[src/rtl/sb_rx_transaction_decoder_if.sv]
// Sideband receive bundle: raw sbrx line in, recovered byte and decoded transaction strobes out.
interface sb_rx_transaction_decoder_if #(
  parameter int MAX_BYTES = 8,
  parameter int LEN_W     = 4
);
  logic                   sbrx;
  logic [7:0]             rx_byte;
  logic                   rx_byte_valid;
  logic                   trans_valid;
  logic                   trans_type;
  logic [LEN_W-1:0]       trans_len;
  logic [8*MAX_BYTES-1:0] trans_data;
  logic                   frame_err;
  logic                   crc_err;

  modport master (
    output sbrx,
    input  rx_byte, rx_byte_valid, trans_valid, trans_type, trans_len,
           trans_data, frame_err, crc_err
  );

  modport slave (
    input  sbrx,
    output rx_byte, rx_byte_valid, trans_valid, trans_type, trans_len,
           trans_data, frame_err, crc_err
  );
endinterface

[src/rtl/sb_rx_transaction_decoder.sv]
// Sideband RX: oversampled UART byte recovery plus DLE/STX..DLE/ETX transaction parser.
// Optional CRC-16 trailer checking is compiled in with `define SB_RX_CRC_CHECK_EN.
module sb_rx_transaction_decoder #(
  parameter int OVERSAMPLE = 5,
  parameter int MAX_BYTES  = 8,
  parameter int LEN_W      = 4
) (
  input logic                     sb_clk,
  input logic                     rst,
  sb_rx_transaction_decoder_if.slave bus
);
  localparam int DATA_W = 8 * MAX_BYTES;
  localparam int SMP_W  = $clog2(OVERSAMPLE);
  localparam logic [SMP_W-1:0] SMP_MID  = SMP_W'(OVERSAMPLE / 2);
  localparam logic [SMP_W-1:0] SMP_LAST = SMP_W'(OVERSAMPLE - 1);
  localparam logic [LEN_W-1:0] LEN_MAX  = LEN_W'(MAX_BYTES);
  localparam logic [7:0] DLE    = 8'hFE;
  localparam logic [7:0] STX_LT = 8'h80;
  localparam logic [7:0] STX_AT = 8'h05;
  localparam logic [7:0] ETX    = 8'h40;

  typedef enum logic [1:0] {B_IDLE, B_START, B_DATA, B_STOP} bit_state_t;
  typedef enum logic [1:0] {P_HUNT, P_GOT_DLE, P_PAYLOAD, P_PAY_DLE} parse_state_t;

  logic             r_sync1, r_sync2;
  logic             w_srx;
  bit_state_t       r_bstate;
  logic [SMP_W-1:0] r_sample;
  logic [2:0]       r_bit;
  logic [7:0]       r_shift;
  logic [7:0]       r_rx_byte;
  logic             r_rx_valid;
  logic             r_stop_err;
  logic             w_sample_pt;

  parse_state_t     r_pstate;
  logic [LEN_W-1:0] r_count;
  logic [DATA_W-1:0] r_buf, w_buf_next;
  logic             r_cur_type;
  logic             w_do_store;
  logic             r_trans_valid, r_trans_type, r_frame_err;
  logic [LEN_W-1:0] r_trans_len;
  logic [DATA_W-1:0] r_trans_data;

  always_ff @(posedge sb_clk or negedge rst) begin
    if (!rst) begin
      r_sync1 <= 1'b1;
      r_sync2 <= 1'b1;
    end else begin
      r_sync1 <= bus.sbrx;
      r_sync2 <= r_sync1;
    end
  end

  assign w_srx       = r_sync2;
  assign w_sample_pt = (r_sample == SMP_MID);

  // The detection cycle counts as sample index 0, so the counter restarts at 1.
  always_ff @(posedge sb_clk or negedge rst) begin
    if (!rst) begin
      r_bstate   <= B_IDLE;
      r_sample   <= '0;
      r_bit      <= '0;
      r_shift    <= '0;
      r_rx_byte  <= '0;
      r_rx_valid <= 1'b0;
      r_stop_err <= 1'b0;
    end else begin
      r_rx_valid <= 1'b0;
      r_stop_err <= 1'b0;
      if (r_bstate != B_IDLE)
        r_sample <= (r_sample == SMP_LAST) ? '0 : r_sample + 1'b1;
      case (r_bstate)
        B_IDLE: begin
          if (!w_srx) begin
            r_bstate <= B_START;
            r_sample <= SMP_W'(1);
            r_bit    <= '0;
          end
        end
        B_START: begin
          if (w_sample_pt) r_bstate <= w_srx ? B_IDLE : B_DATA;
        end
        B_DATA: begin
          if (w_sample_pt) begin
            r_shift <= {w_srx, r_shift[7:1]};
            if (r_bit == 3'd7) r_bstate <= B_STOP;
            else               r_bit    <= r_bit + 1'b1;
          end
        end
        B_STOP: begin
          if (w_sample_pt) begin
            if (w_srx) begin
              r_rx_byte  <= r_shift;
              r_rx_valid <= 1'b1;
            end else begin
              r_stop_err <= 1'b1;
            end
            r_bstate <= B_IDLE;
          end
        end
        default: r_bstate <= B_IDLE;
      endcase
    end
  end

  assign w_do_store = r_rx_valid && !r_stop_err &&
                      (((r_pstate == P_PAYLOAD) && (r_rx_byte != DLE)) ||
                       ((r_pstate == P_PAY_DLE) && (r_rx_byte == DLE)));

  always_comb begin
    w_buf_next = r_buf;
    for (int i = 0; i < MAX_BYTES; i++)
      if (LEN_W'(i) == r_count) w_buf_next[i*8 +: 8] = r_rx_byte;
  end

`ifdef SB_RX_CRC_CHECK_EN
  logic [15:0]       r_crc, w_rx_crc;
  logic [7:0]        w_feed_byte;
  logic [DATA_W-1:0] w_data_trim;
  logic              w_crc_ok;
  logic              r_crc_err;

  function automatic logic [15:0] crc16_update(input logic [15:0] c, input logic [7:0] d);
    logic [15:0] v;
    v = c ^ {d, 8'h00};
    for (int k = 0; k < 8; k++)
      v = v[15] ? ({v[14:0], 1'b0} ^ 16'h8005) : {v[14:0], 1'b0};
    return v;
  endfunction

  // CRC runs two bytes behind the store pointer so the trailer never enters it.
  always_comb begin
    w_feed_byte = '0;
    w_rx_crc    = '0;
    w_data_trim = '0;
    for (int i = 0; i < MAX_BYTES; i++) begin
      if (i + 2 == int'(r_count)) begin
        w_feed_byte    = r_buf[i*8 +: 8];
        w_rx_crc[7:0]  = r_buf[i*8 +: 8];
      end
      if (i + 1 == int'(r_count)) w_rx_crc[15:8] = r_buf[i*8 +: 8];
      if (i + 2 < int'(r_count))  w_data_trim[i*8 +: 8] = r_buf[i*8 +: 8];
    end
  end

  assign w_crc_ok = (r_count >= LEN_W'(2)) && (w_rx_crc == r_crc);
`endif

  always_ff @(posedge sb_clk or negedge rst) begin
    if (!rst) begin
      r_pstate      <= P_HUNT;
      r_count       <= '0;
      r_buf         <= '0;
      r_cur_type    <= 1'b0;
      r_trans_valid <= 1'b0;
      r_trans_type  <= 1'b0;
      r_trans_len   <= '0;
      r_trans_data  <= '0;
      r_frame_err   <= 1'b0;
`ifdef SB_RX_CRC_CHECK_EN
      r_crc         <= 16'hFFFF;
      r_crc_err     <= 1'b0;
`endif
    end else begin
      r_trans_valid <= 1'b0;
      r_frame_err   <= 1'b0;
`ifdef SB_RX_CRC_CHECK_EN
      r_crc_err     <= 1'b0;
`endif
      if (r_stop_err) begin
        r_frame_err <= 1'b1;
        r_pstate    <= P_HUNT;
      end else if (w_do_store) begin
        if (r_count == LEN_MAX) begin
          r_frame_err <= 1'b1;
          r_pstate    <= P_HUNT;
        end else begin
          r_buf    <= w_buf_next;
          r_count  <= r_count + 1'b1;
          r_pstate <= P_PAYLOAD;
`ifdef SB_RX_CRC_CHECK_EN
          if (r_count >= LEN_W'(2)) r_crc <= crc16_update(r_crc, w_feed_byte);
`endif
        end
      end else if (r_rx_valid) begin
        case (r_pstate)
          P_HUNT: begin
            if (r_rx_byte == DLE) r_pstate <= P_GOT_DLE;
          end
          P_GOT_DLE: begin
            if ((r_rx_byte == STX_LT) || (r_rx_byte == STX_AT)) begin
              r_pstate   <= P_PAYLOAD;
              r_count    <= '0;
              r_buf      <= '0;
              r_cur_type <= (r_rx_byte == STX_AT);
`ifdef SB_RX_CRC_CHECK_EN
              r_crc      <= crc16_update(16'hFFFF, r_rx_byte);
`endif
            end else if (r_rx_byte != DLE) begin
              r_pstate <= P_HUNT;
            end
          end
          P_PAYLOAD: r_pstate <= P_PAY_DLE;
          P_PAY_DLE: begin
            r_pstate <= P_HUNT;
            if (r_rx_byte == ETX) begin
`ifdef SB_RX_CRC_CHECK_EN
              if (w_crc_ok) begin
                r_trans_valid <= 1'b1;
                r_trans_type  <= r_cur_type;
                r_trans_len   <= r_count - LEN_W'(2);
                r_trans_data  <= w_data_trim;
              end else begin
                r_crc_err <= 1'b1;
              end
`else
              r_trans_valid <= 1'b1;
              r_trans_type  <= r_cur_type;
              r_trans_len   <= r_count;
              r_trans_data  <= r_buf;
`endif
            end else begin
              r_frame_err <= 1'b1;
            end
          end
          default: r_pstate <= P_HUNT;
        endcase
      end
    end
  end

  assign bus.rx_byte       = r_rx_byte;
  assign bus.rx_byte_valid = r_rx_valid;
  assign bus.trans_valid   = r_trans_valid;
  assign bus.trans_type    = r_trans_type;
  assign bus.trans_len     = r_trans_len;
  assign bus.trans_data    = r_trans_data;
  assign bus.frame_err     = r_frame_err;
`ifdef SB_RX_CRC_CHECK_EN
  assign bus.crc_err       = r_crc_err;
`else
  assign bus.crc_err       = 1'b0;
`endif
endmodule

[src/flat_wrapper.sv]
// flat-port wrapper written by rule: the top's interface ports become plain ports
module sb_rx_transaction_decoder_flat 
#(
  parameter int OVERSAMPLE = 5,
  parameter int MAX_BYTES  = 8,
  parameter int LEN_W      = 4
)
  (sb_clk, rst, bus_sbrx, bus_rx_byte, bus_rx_byte_valid, bus_trans_valid, bus_trans_type, bus_trans_len, bus_trans_data, bus_frame_err, bus_crc_err);
  sb_rx_transaction_decoder_if #(.MAX_BYTES(MAX_BYTES), .LEN_W(LEN_W)) bus_i ();
  input logic sb_clk;
  input logic rst;
  input wire logic [$bits(bus_i.sbrx)-1:0] bus_sbrx;
  output wire logic [$bits(bus_i.rx_byte)-1:0] bus_rx_byte;
  output wire logic [$bits(bus_i.rx_byte_valid)-1:0] bus_rx_byte_valid;
  output wire logic [$bits(bus_i.trans_valid)-1:0] bus_trans_valid;
  output wire logic [$bits(bus_i.trans_type)-1:0] bus_trans_type;
  output wire logic [$bits(bus_i.trans_len)-1:0] bus_trans_len;
  output wire logic [$bits(bus_i.trans_data)-1:0] bus_trans_data;
  output wire logic [$bits(bus_i.frame_err)-1:0] bus_frame_err;
  output wire logic [$bits(bus_i.crc_err)-1:0] bus_crc_err;
  assign bus_i.sbrx = bus_sbrx;
  assign bus_rx_byte = bus_i.rx_byte;
  assign bus_rx_byte_valid = bus_i.rx_byte_valid;
  assign bus_trans_valid = bus_i.trans_valid;
  assign bus_trans_type = bus_i.trans_type;
  assign bus_trans_len = bus_i.trans_len;
  assign bus_trans_data = bus_i.trans_data;
  assign bus_frame_err = bus_i.frame_err;
  assign bus_crc_err = bus_i.crc_err;
  sb_rx_transaction_decoder #(.OVERSAMPLE(OVERSAMPLE), .MAX_BYTES(MAX_BYTES), .LEN_W(LEN_W)) u_core (.sb_clk(sb_clk), .rst(rst), .bus(bus_i));
endmodule
[config.mk]
export PLATFORM = sky130hd
export DESIGN_NAME = sb_rx_transaction_decoder_flat
export DESIGN_NICKNAME = d
export VERILOG_FILES = /design/src/rtl/sb_rx_transaction_decoder_if.sv /design/src/rtl/sb_rx_transaction_decoder.sv /design/src/flat_wrapper.sv
export SDC_FILE = /design/constraint.sdc
export NUM_CORES = 1
export LEC_CHECK = 0
export ABC_CLOCK_PERIOD_IN_PS = 4900
export CORE_MARGIN = 2
export CORE_UTILIZATION = 52
export DETAILED_ROUTE_END_ITERATION = 16
export PLACE_DENSITY = 0.75
export SLEW_MARGIN = 15
export SYNTH_ARGS = -nofsm -noshare
export SYNTH_HDL_FRONTEND = slang
export SYNTH_SLANG_ARGS = --single-unit
[constraint.sdc]
create_clock -name sb_clk -period 4.9 [get_ports sb_clk]
set_input_delay 0.98 -clock sb_clk [delete_from_list [all_inputs] [get_ports sb_clk]]
set_output_delay 0.98 -clock sb_clk [all_outputs]
set_load 0.05 [all_outputs]
Yosys cells after proc, flatten, opt, wreduce, memory -nomap -nowiden
Cells that the tools add are included.

Add/subtract/negate cells: 3. Eq/ne operators: 39. Muxes and demuxes: 58. Bitwise operators: 2. Reductions and logical operators: 32.

Operators by type and width (number): two-way mux 64 bit (5); two-way mux 8 bit (8); AND reduction 6 bit (8); two-way mux 2 bit (13); inequality test 2 bit, second input constant (11); two-way mux 3 bit (7); two-way mux 4 bit (5); AND reduction 5 bit (4); two-way mux 1 bit (17); == test 3 x 4 -> 1 bit, first input constant (4); == test 8 bit, second input constant (2); case mux 2 bit (4 select lines) (2); nonzero test 2 bit (5); == test 2 bit, second input constant (4); == test 2 x 4 -> 1 bit, first input constant (2); == test 8 x 3 -> 1 bit, second input constant (1); == test 8 x 7 -> 1 bit, second input constant (1); inequality test 2 x 1 -> 1 bit, second input constant (4); inequality test 8 bit, second input constant (1); adder 3 x 1 -> 3 bit, second input constant (2); == test 3 bit, second input constant (2); case mux 3 bit (2 select lines) (1); AND reduction 3 bit (2); inequality test 5 x 1 -> 1 bit, second input constant (1); 15 further kinds (22).

Flip-flop bits (word level): 170. Input port bits: 3. Output and inout port bits: 81. Logic and storage cells: 159.

Depth between registers and ports, before layout
Depth after elaboration: 7. Depth in mapped cells: 8. Depth with buffers taken out: 7.

Worst setup path before layout
No wires, ideal clock.

Kind: reg2reg. From: register u_core.r_rx_byte[1] (netlist: u_core.bus.rx_byte[1]). To: register u_core.r_buf[32]. Setup time: 0.125 ns. Arrival time: 2.494 ns. Required time: 4.775 ns. Slack: 2.281 ns. Stages on the path, launching flop included: 8. Buffers on the path: 2. Clock period less this slack: 2.619 ns. Cells stage by stage: dfrtp_1 -> or4_4 -> nor2_2 -> or4b_1 -> buf_6 -> buf_12 -> o31ai_4 -> mux2_2.

Cells in the longest elaborated chain, start to end: 6. Elaborated cells between the ends (all ways): 16. Classes of those cells: eq/ne: 6; mux: 1; reduce/logical: 9.

Ends and longest elaborated chain: start, declared (line sb_rx_transaction_decoder.sv:31) `logic [7:0] r_rx_byte;`; start signal, assigned (line sb_rx_transaction_decoder.sv:94) `r_rx_byte <= r_shift;`; inequality test 8 bit or == test 8 bit (tied branches) (line sb_rx_transaction_decoder.sv:108, sb_rx_transaction_decoder.sv:109); logical AND 1 bit (on tied branches) (line sb_rx_transaction_decoder.sv:108, sb_rx_transaction_decoder.sv:109); logical OR 1 bit (line sb_rx_transaction_decoder.sv:108) `(((r_pstate == P_PAYLOAD) && (r_rx_byte != DLE)) ||`; logical AND 1 bit (line sb_rx_transaction_decoder.sv:107) `assign w_do_store = r_rx_valid && !r_stop_err &&`; inequality test 2 bit (no line) or nonzero test 2 bit (tied branches); AND reduction 6 bit (no line); end signal, assigned (line sb_rx_transaction_decoder.sv:179) `r_buf <= w_buf_next;`; end, declared (line sb_rx_transaction_decoder.sv:38) `logic [DATA_W-1:0] r_buf, w_buf_next;`.

Parallel ways exist; a longest one is shown, timed or not. A chain may end at the register's enable or synchronous reset.

Worst setup path after layout
From: register u_core.r_rx_byte[1] (netlist: u_core.bus.rx_byte[1]). To: register u_core.r_trans_data[50] (netlist: u_core.bus.trans_data[50]).

Cells in the longest elaborated chain, start to end: 6. Elaborated cells between the ends (all ways): 9. Classes of those cells: eq/ne: 3; bitwise: 1; reduce/logical: 5.

Ends and longest elaborated chain: inequality test 8 bit or == test 8 bit (tied branches) (line sb_rx_transaction_decoder.sv:108, sb_rx_transaction_decoder.sv:109); logical AND 1 bit (on tied branches) (line sb_rx_transaction_decoder.sv:108, sb_rx_transaction_decoder.sv:109); logical OR 1 bit (line sb_rx_transaction_decoder.sv:108); logical AND 1 bit (line sb_rx_transaction_decoder.sv:107); NOT 1 bit (no line); AND reduction 5 bit (no line) (*); end signal, assigned (line sb_rx_transaction_decoder.sv:221) `r_trans_data <= r_buf;`; end, declared (line sb_rx_transaction_decoder.sv:43) `logic [DATA_W-1:0] r_trans_data;`.

Every way passes the cells marked *; elsewhere a longest branch is shown, timed or not.

==> flow_summary_export.csv <==
group,metric,value,unit
power,cellPowerDensity,361,nW/µm²
clocking,cts_setup_buffers,0,
critical_path,crit_type,"reg -> reg",
final_layout,drive_above_1_share,31.8,%
hold_path,hold_class,"reg -> reg",
final_layout,multiInputGateArea,2650,µm²
clocking,cts_resized,0,
detailed_routing,drc,0,
critical_path,r2r_cells,5,
detailed_routing,wl_per_cell,18.5,µm
yosys,synthCells,485,
final_layout,seqCellArea,4260,µm²
hold_path,whs_endpoint,"u_core.r_sync2",
floorplan,die_w,121,µm
floorplan,die_y,121,µm
critical_path,crit_buf_inv,1,
floorplan,io_pins,84,
clocking,clock_latency,0.42,ns
final_layout,stdcell_count,754,
clocking,clk_path_buf_depth,2,
sta,rsz0062_at_grt,"false",
yosys,yosys.area.top_type,"dfrtp_1",
critical_path,cp_max_fo,41,
sta,slew_violations,0,
global_route,grt_remaining_overflow,0,
final_layout,design_area,8640,µm²
yosys,ys_types,51,
sta,min_period_over_period,60.8,%
sta,max_freq,336,MHz
critical_path,slowest_stage,"or2_2",
clocking,cts_num_sinks,170,
placed_design,dp.cells,722,
clocking,cts_tree,"done",
sta,maxSlewHeadroom,28.5,%
hold_path,hold_depth,0,
hold_path,worstHoldStart,"u_core.r_sync1",
power,vdd_drop_max,0.253,mV
sta,clock_skew,0.00853,ns
yosys,synth_top_area_share,59.0,%
global_route,grtUsageTotal,20.4,%
critical_path,critical_path.top_delay_family,"simple AND/OR/NAND/NOR gates",
global_route,grt_pass1_wl,22600,µm
global_route,antenna_found_initial,0,
critical_path,endpoint_kind,"flop",
detailed_routing,viasPerCell,5.37,
floorplan,rows,42,
sta,finalSetupTns,0,ns
clocking,htree_levels,4,
critical_path,r2r-end,"u_core.bus.trans_data[50]",
placed_design,post_dp_cell_area,8020,µm²
detailed_routing,vias,4049,
sta,finalSetupViolCount,0,
final_layout,syn_to_final_growth,21.2,%
yosys,ys_top_cells_by_area,"dfrtp_1, mux2_2, mux2_4",
critical_path,setup.worst_path.start,"u_core.bus.rx_byte[1]",
final_layout,utilization,65.0,%
placed_design,io_buffers,82,
job,maxCapViolCount,0,
status,status,"completed",
floorplan,core,13300,µm²
yosys,avgSynthCellArea,14.7,µm²
critical_path,cp_cell_sequence,"or4_4, or4_1, or2_2, buf_4, mux2_1",
yosys,synth_area,7130,µm²
yosys,ys_seq_area_share,59.7,%
critical_path,arrival,3.28,ns
yosys,synth_top_flop_cell,"dfrtp_1",
final_layout,diodes,0,
sta,period_needed,2.98,ns
detailed_routing,firstDrtPassIters,4,
yosys,synth_common_cells,"dfrtp_1, mux2_2, nand2_1",
floorplan,start_util,53.6,%
yosys,ys_async_sr_fraction,100,%
placed_design,dp_hpwl,9380,µm
clocking,clk_pin_slew,0.06,ns
placed_design,pre_cts_slack,1.93,ns
power,p_leak,4.13,nW
yosys,yosysWarnings,0,
sta,finalWorstSetupSlack,1.92,ns
final_layout,nets,577,
global_route,grt_max_degree,108,
yosys,synth-edff-count,0,
yosys,syn_nets,497,
floorplan,fp.dieArea,14700,µm²
sta,worst_slew_pin_slew,1.07,ns
power,power,3.11,mW
detailed_routing,ant_nets,0,
clocking,ctsHoldBuffers,0,
final_layout,fillers,981,
global_route,grt_pass1_vias,4226,
clocking,cts_buffers,17,
detailed_routing,wl,13900,µm
critical_path,crit_required,5.20,ns
clocking,root_buffer,"clkbuf_16",
placed_design,place_congestion,0.817,
detailed_routing,drtIter0Drc,177,
critical_path,worst-r2r-setup-slack,1.92,ns
sta,timing.hold.ws,0.359,ns
sta,hold_viol,0,
critical_path,worstSetupStartpointType,"flop",
critical_path,cp_slowest_stage_delay,0.61,ns
yosys,yosysMostFrequentCell,"dfrtp_1",
yosys,ys_seq_elements,170,
critical_path,rr_startpoint,"u_core.bus.rx_byte[1]",
==> kinds of logic after synthesis <==
group	Yosys count	share of synthesized area, %
simple gates	88	6.35
fa+ha+maj	10	1.72
xor+xnor	1	0.386
other cells	1	0.0526
buf+inv	36	3.07
compound gates	35	4.79
mux	144	23.9
flops	170	59.7
==> flip-flops by register name, indices dropped and copies added, names as in the netlist, 2 cells and up, named ones only <==
signal	count
u_core.r_pstate	2
u_core.r_buf	64
u_core.bus.rx_byte	8
u_core.bus.trans_data	64
u_core.bus.trans_len	4
u_core.r_sample	3
u_core.r_bit	3
u_core.r_count	4
u_core.r_shift	8
==> worst max-delay path by stage <==
stage | cells after the start | to
4_1_cts | 5 | u_core.bus.trans_data[50]
3_5_place_dp | 5 | u_core.bus.trans_data[50]
2_1_floorplan | 7 | u_core.r_buf[32]
5_1_grt | 5 | u_core.r_buf[42]
6_report | 5 | u_core.bus.trans_data[50]
3_3_place_gp | 5 | u_core.bus.trans_data[50]
==> routing by layer <==
layer / global-route usage (%) / vias to the layer above / part of all wire (%)
li1: - / 1857 / -
met2: 32.6 / 101 / 49
met3: 4.46 / 23 / 4.0
met5: 0 / - / 0
met4: 8.21 / 0 / 2.0
met1: 27.3 / 2068 / 45
==> layout by cell type, fill, tap and decap left out, drive strengths merged, types with 3 or more instances in the layout <==
cell / count
clkinv: 4
nand2b: 3
and2: 7
o21ai: 9
a21oi: 7
nor2b: 4
mux2i: 5
bufinv: 4
nand2: 41
buf: 4
nor3: 3
nand3: 4
nor2: 10
o31ai: 10
mux2: 139
ha: 9
clkdlybuf4s50: 81
clkbuf: 21
dfrtp: 168
inv: 13
==> where the power goes <==
| part | total, mW | switching, mW | internal (mW) |
|---|---|---|---|
| Combinational | 0.214 | 0.132 | 0.0819 |
| Sequential | 1.50 | 0.0579 | 1.45 |
| Clock | 1.40 | 0.529 | 0.867 |
| Total | 3.11 | 0.719 | 2.40 |
==> final cells by class <==
type	count	share of cell area, %
flip-flops and latches	170	49.3
multi-input cells	279	30.7
repair buffers	85	9.78
clock buffers	21	5.21
well taps	176	2.55
clock inverters	11	1.94
inverters	12	0.521
Note: power is estimated with default switching activity, not from simulation.
